--- config.mk ---
export PLATFORM = sky130hd
export DESIGN_NAME = tlb_array
export DESIGN_NICKNAME = d
export VERILOG_FILES = /design/src/rtl/tlb_array.sv
export SDC_FILE = /design/constraint.sdc
export NUM_CORES = 2
export LEC_CHECK = 0
export BUFFER_PORTS_ARGS = -buffer_cell sky130_fd_sc_hd__buf_4
export CORE_MARGIN = 2
export CORE_UTILIZATION = 53
export DETAILED_ROUTE_END_ITERATION = 7
export GPL_ROUTABILITY_DRIVEN = 1
export PLACE_DENSITY = 0.69
export SLEW_MARGIN = 20
export SYNTH_ARGS = -nofsm -noshare
export SYNTH_HDL_FRONTEND = slang
export SYNTH_SLANG_ARGS = --single-unit
--- constraint.sdc ---
create_clock -name clk -period 4 [get_ports clk]
set_input_delay 0.2 -clock clk [delete_from_list [all_inputs] [get_ports clk]]
set_output_delay 0.2 -clock clk [all_outputs]
set_load 0.02 [all_outputs]
--- src/rtl/tlb_array.sv ---
`default_nettype none
// ============================================================================
// Module      : tlb_array
// Description : Fully associative TLB storage. Each entry pairs an even and an
//               odd page. Combinational search with lowest-index priority,
//               combinational read port, synchronous write, and an optional
//               INVTLB-style invalidate enabled by macro TLB_INVTLB_EN.
// Revision    : 1.0 - initial release
// ============================================================================
module tlb_array #(
    parameter int TLBNUM = 16
) (
    input  logic                      clk,
    input  logic                      reset,
    // search port
    input  logic [18:0]               s_vppn,
    input  logic                      s_va_bit12,
    input  logic [9:0]                s_asid,
    output logic                      s_found,
    output logic [$clog2(TLBNUM)-1:0] s_index,
    output logic [19:0]               s_ppn,
    output logic [5:0]                s_ps,
    output logic [1:0]                s_plv,
    output logic [1:0]                s_mat,
    output logic                      s_d,
    output logic                      s_v,
    // write port
    input  logic                      we,
    input  logic [$clog2(TLBNUM)-1:0] w_index,
    input  logic [36:0]               w_hi,
    input  logic [25:0]               w_lo0,
    input  logic [25:0]               w_lo1,
    // read port
    input  logic [$clog2(TLBNUM)-1:0] r_index,
    output logic [36:0]               r_hi,
    output logic [25:0]               r_lo0,
    output logic [25:0]               r_lo1,
    // invalidate request
    input  logic                      invtlb_valid,
    input  logic [4:0]                invtlb_op,
    input  logic [9:0]                invtlb_asid,
    input  logic [18:0]               invtlb_va
);

    localparam int IDXW = $clog2(TLBNUM);

    // Entry storage; lo words keep the packed {ppn, plv, mat, d, v} layout.
    logic [TLBNUM-1:0] e_q, e_d;
    logic [TLBNUM-1:0] g_q, g_d;
    logic [18:0]       vppn_q [TLBNUM];
    logic [18:0]       vppn_d [TLBNUM];
    logic [5:0]        ps_q   [TLBNUM];
    logic [5:0]        ps_d   [TLBNUM];
    logic [9:0]        asid_q [TLBNUM];
    logic [9:0]        asid_d [TLBNUM];
    logic [25:0]       lo0_q  [TLBNUM];
    logic [25:0]       lo0_d  [TLBNUM];
    logic [25:0]       lo1_q  [TLBNUM];
    logic [25:0]       lo1_d  [TLBNUM];

    logic [TLBNUM-1:0] s_match;
    logic              hit;
    logic [IDXW-1:0]   hit_idx;
    logic              odd_page;
    logic [25:0]       page;
    logic [TLBNUM-1:0] inv_sel;

    // 4 KB pages compare the full VPPN; 2 MB pages ignore the low 9 bits.
    // Any other page size never matches.
    function automatic logic va_hit(input logic [18:0] ent_vppn,
                                    input logic [5:0]  ent_ps,
                                    input logic [18:0] va);
        va_hit = ((ent_ps == 6'd12) && (ent_vppn == va)) ||
                 ((ent_ps == 6'd21) && (ent_vppn[18:9] == va[18:9]));
    endfunction

    // Per-entry search match.
    always_comb begin
        s_match = '0;
        for (int i = 0; i < TLBNUM; i++) begin
            s_match[i] = e_q[i] && (g_q[i] || (asid_q[i] == s_asid)) &&
                         va_hit(vppn_q[i], ps_q[i], s_vppn);
        end
    end

    // Priority encoder: scanning downward lets the lowest index win.
    always_comb begin
        hit     = 1'b0;
        hit_idx = '0;
        for (int i = TLBNUM - 1; i >= 0; i--) begin
            if (s_match[i]) begin
                hit     = 1'b1;
                hit_idx = IDXW'(i);
            end
        end
    end

    // Odd/even page select and zeroed outputs on a miss.
    always_comb begin
        odd_page = (ps_q[hit_idx] == 6'd12) ? s_va_bit12 : s_vppn[8];
        page     = odd_page ? lo1_q[hit_idx] : lo0_q[hit_idx];
        s_found  = hit;
        s_index  = hit ? hit_idx : '0;
        s_ps     = hit ? ps_q[hit_idx] : 6'd0;
        {s_ppn, s_plv, s_mat, s_d, s_v} = hit ? page : 26'd0;
    end

    // Read port packs the addressed entry exactly like the write inputs.
    assign r_hi  = {e_q[r_index], vppn_q[r_index], ps_q[r_index],
                    asid_q[r_index], g_q[r_index]};
    assign r_lo0 = lo0_q[r_index];
    assign r_lo1 = lo1_q[r_index];

`ifdef TLB_INVTLB_EN
    // Invalidate selection by opcode; ops 7..31 select nothing.
    always_comb begin
        inv_sel = '0;
        for (int i = 0; i < TLBNUM; i++) begin
            case (invtlb_op)
                5'd0, 5'd1: inv_sel[i] = 1'b1;
                5'd2:       inv_sel[i] = g_q[i];
                5'd3:       inv_sel[i] = !g_q[i];
                5'd4:       inv_sel[i] = !g_q[i] && (asid_q[i] == invtlb_asid);
                5'd5:       inv_sel[i] = !g_q[i] && (asid_q[i] == invtlb_asid) &&
                                         va_hit(vppn_q[i], ps_q[i], invtlb_va);
                5'd6:       inv_sel[i] = (g_q[i] || (asid_q[i] == invtlb_asid)) &&
                                         va_hit(vppn_q[i], ps_q[i], invtlb_va);
                default:    inv_sel[i] = 1'b0;
            endcase
        end
    end
`else
    // Invalidate disabled: ports are kept for interface compatibility only.
    logic unused_invtlb;
    assign inv_sel       = '0;
    assign unused_invtlb = ^{invtlb_valid, invtlb_op, invtlb_asid, invtlb_va};
`endif

    // Next state: invalidate clears e first, then a write overrides its entry.
    always_comb begin
        e_d    = e_q;
        g_d    = g_q;
        vppn_d = vppn_q;
        ps_d   = ps_q;
        asid_d = asid_q;
        lo0_d  = lo0_q;
        lo1_d  = lo1_q;
        if (invtlb_valid) begin
            e_d = e_q & ~inv_sel;
        end
        if (we) begin
            {e_d[w_index], vppn_d[w_index], ps_d[w_index],
             asid_d[w_index], g_d[w_index]} = w_hi;
            lo0_d[w_index] = w_lo0;
            lo1_d[w_index] = w_lo1;
        end
    end

    // Entry registers with synchronous reset overriding write and invalidate.
    always_ff @(posedge clk) begin
        if (reset) begin
            e_q <= '0;
            g_q <= '0;
            for (int i = 0; i < TLBNUM; i++) begin
                vppn_q[i] <= '0;
                ps_q[i]   <= '0;
                asid_q[i] <= '0;
                lo0_q[i]  <= '0;
                lo1_q[i]  <= '0;
            end
        end else begin
            e_q    <= e_d;
            g_q    <= g_d;
            vppn_q <= vppn_d;
            ps_q   <= ps_d;
            asid_q <= asid_d;
            lo0_q  <= lo0_d;
            lo1_q  <= lo1_d;
        end
    end

endmodule
`default_nettype wire

==> reports/qor.yml <==
synth-seq-cells: 1424
synth_edf_count: 0
h-tree-depth: 4
drt-initial-drc-count: 11800
ys_seq_area_frac: 0.380
synthDominantCellAreaShare: 0.380
num_rows: 138
yosys-top-cells-area: "dfxtp_1 38%, nand2_1 17%, mux4_2 13%"
finalSetupViolations: 35
crit_chain: "nor3b_1, buf_4, nand4_1, or4_4, a211o_1, nor3_1, a211oi_2, buf_4, o2bb2ai_4, buf_6, or4_4, a41oi_2, nand3_2, mux2i_4, buf_12, bufbuf_16, a211o_1, buf_12, a21oi_4, buf_6"
vias: 78200
timing.fmax_mhz: 174
antenna_found_initial: 24
path_max_fanout: 5
io_buffers: 253
regToRegEndpoint: "lo1_q[77]"
die_w_um: 380
clk-insertion-delay-late_ns: 0.80
dr.pass1.iters: 8
yosys_warnings: 0
clock_path_buffers: 3
holdWs_ns: 0.0543
start_util: 0.532
crit_end: "s_ppn[11]"
critPathRequiredTime_ns: 3.80
io_pins: 291
globalRouteTotalUtil: 0.437
hold_class: "in -> reg"
drc_errors: 0
synthArstFlopShare: 0
worst_pin_slew_ns: 1.08
fill_cells: 11500
netlist_area_sq_um: 75000
start_kind: "flip-flop"
rsz0062_at_grt: "yes"
yosys.area.top_type: "dfxtp_1"
ys.flop_type: "dfxtp_1"
worstPathArrival_ns: 5.54
finalHoldViolCount: 0
r2r_setup_slack_ns: 2.79
yosysMostFrequentCell: "nand2_1"
routed_wl_um: 328000
yosysUniqueCellTypes: 70
drv_slew: 0
slew_headroom: 0.281
worstSetupEndpointType: "output pin"
pre_cts_ws_ns: -1.36
setup_slack_ns: -1.74
dpl_cell_area_sq_um: 85700
clock_sinks: 1424
die_h_um: 380
core_sq_um: 141000
routed_via_density: 6.51
cts_buffers: 158
fin_crit_ns: 5.74
grt_remaining_overflow: 0
clk_pin_slew_ns: 0.06
synth_top_cells_by_count: "3317 x nand2_1, 1562 x a21oi_1, 1424 x dfxtp_1"
drive_gt1_frac: 0.228
worst_clock_skew_ns: 0
avgSynthCellArea_sq_um: 8.02
timing.rr.start: "lo1_q[77]"
p_leak_uw: 0.0347
cts_tree: "yes"
timing.final.crit_share: 1.44
cts-root-buf: "clkbuf_16"
fin_util: 0.662
crit_path_max_incr_delay_ns: 0.58
maxCapViolCount: 0
status: "complete, but fails checks"
reg2regPathDepth: 3
fin_area_sq_um: 93300
nets: 10100
peakVddDrop_mv: 0.461
dpl.hpwl_um: 200000
grt_pass1_wl_um: 479000
grt_max_degree: 160
drtAntennaViolNets: 0
area_delta_synth_final_pct: 24.5
synthCells: 9346
design.die.area_sq_um: 145000
startpoint: "ps_q[45]"
cp_slowest_cell: "or4_4"
violations: "negative setup slack"
p_per_area_nw_per_um2: 353
routedWlPerCell_um: 27.3
grt_pass1_vias: 74700
crit_type: "reg -> out"
gp_congestion: 0.975
[how the worst min path moves through the flow]
stage,end,cells after the start,startpoint
2_1_floorplan,ps_q[31],2,ps_q[31]
3_3_place_gp,lo1_q[0],2,lo1_q[0]
3_5_place_dp,lo0_q[8],2,lo0_q[8]
4_1_cts,lo0_q[11],4,w_index[0]
5_1_grt,lo0_q[17],4,w_index[0]
6_report,lo0_q[11],4,w_index[0]
[per-layer routing]
| metal | global-route usage | routed length [um] | up-vias |
|---|---|---|---|
| li1 | - | - | 33500 |
| met2 | 0.645 | 139000 | 6176 |
| met4 | 0.271 | 23700 | 14 |
| met5 | 0 | 89 | - |
| met3 | 0.119 | 47100 | 1460 |
| met1 | 0.569 | 118000 | 37100 |
[stage by stage]
| stage | TNS [ns] | std cells | power, uW |
|---|---|---|---|
| 5_1_grt | -50.59 | 12000 | 33600 |
| 4_1_cts | -44.26 | 12000 | 32800 |
| 3_3_place_gp | -29.94 | 11600 | 17500 |
| 6_report | -46.37 | 12000 | 32900 |
| 2_1_floorplan | 0 | 9347 | 16400 |
| 3_5_place_dp | -29.93 | 11600 | 17600 |
[layout by cell type (no fill, tap or decap), types with 107 or more instances in the layout]
cell type,synthesis,layout
mux4_2,445,445
xor2_1,286,281
xnor2_1,178,178
buf_4,15,1184
nand2_1,3317,3302
mux2i_1,113,113
clkbuf_16,0,162
buf_12,0,120
dfxtp_1,1424,1417
or4_1,110,107
a21oi_1,1562,1533
[logic make-up (layout without fill, tap and decap cells)]
| group | count (synthesis) | count (layout) | synth area share |
|---|---|---|---|
| buffers and inverters | 998 | 1755 | 0.0520 |
| DFF | 1424 | 1424 | 0.380 |
| xor gates and xnor gates | 464 | 464 | 0.0542 |
| muxes | 560 | 560 | 0.149 |
| AOI/OAI and AO/OA | 2039 | 2039 | 0.153 |
| other | 1 | 26 | 0.0000500 |
| and+or+nand+nor | 3860 | 3860 | 0.211 |
[sequential cells by signal (all words and copies together), names as in the netlist]
register / cells
asid_q: 160
lo1_q: 416
lo0_q: 416
vppn_q: 304
ps_q: 96
e_q: 16
g_q: 16
[critical path: cells and delay by family, from the launching register on]
family          cells  cell delay [ns]
buf+inv             7             1.21
flops               1             0.35
simple gates        6             1.75
mux                 1             0.21
compound gates      6             1.19
[layout make-up]
type | count | area (sq um) | area share
Multi-Input combinational cell | 6925 | 43900 | 0.470
Clock buffer | 240 | 4800 | 0.0514
Sequential cell | 1424 | 28500 | 0.306
Timing Repair Buffer | 1457 | 13000 | 0.140
Tap cell | 1890 | 2360 | 0.0253
Inverter | 9 | 41.3 | 0.000442
Clock inverter | 49 | 661 | 0.00708
Antenna cell | 24 | 60.1 | 0.000643
[timing repair]
item / in CTS / in global routing
pin swaps: 35 / 20
gates resized for setup: 152 / 28
endpoints found under the hold margin: 1424 / 0
buffers inserted: 28 / 2
cloned: 4 / 0
hold buffers: 91 / 0
setup endpoints to repair: 35 / 35
[power by group]
part | switching (uW) | leakage (uW) | internal, uW
combinational | 1880 | 0.0205 | 1100
clock | 6390 | 0.00269 | 9070
sequential | 144 | 0.0115 | 14400
No activity file was read; power rests on OpenSTA's default activity.
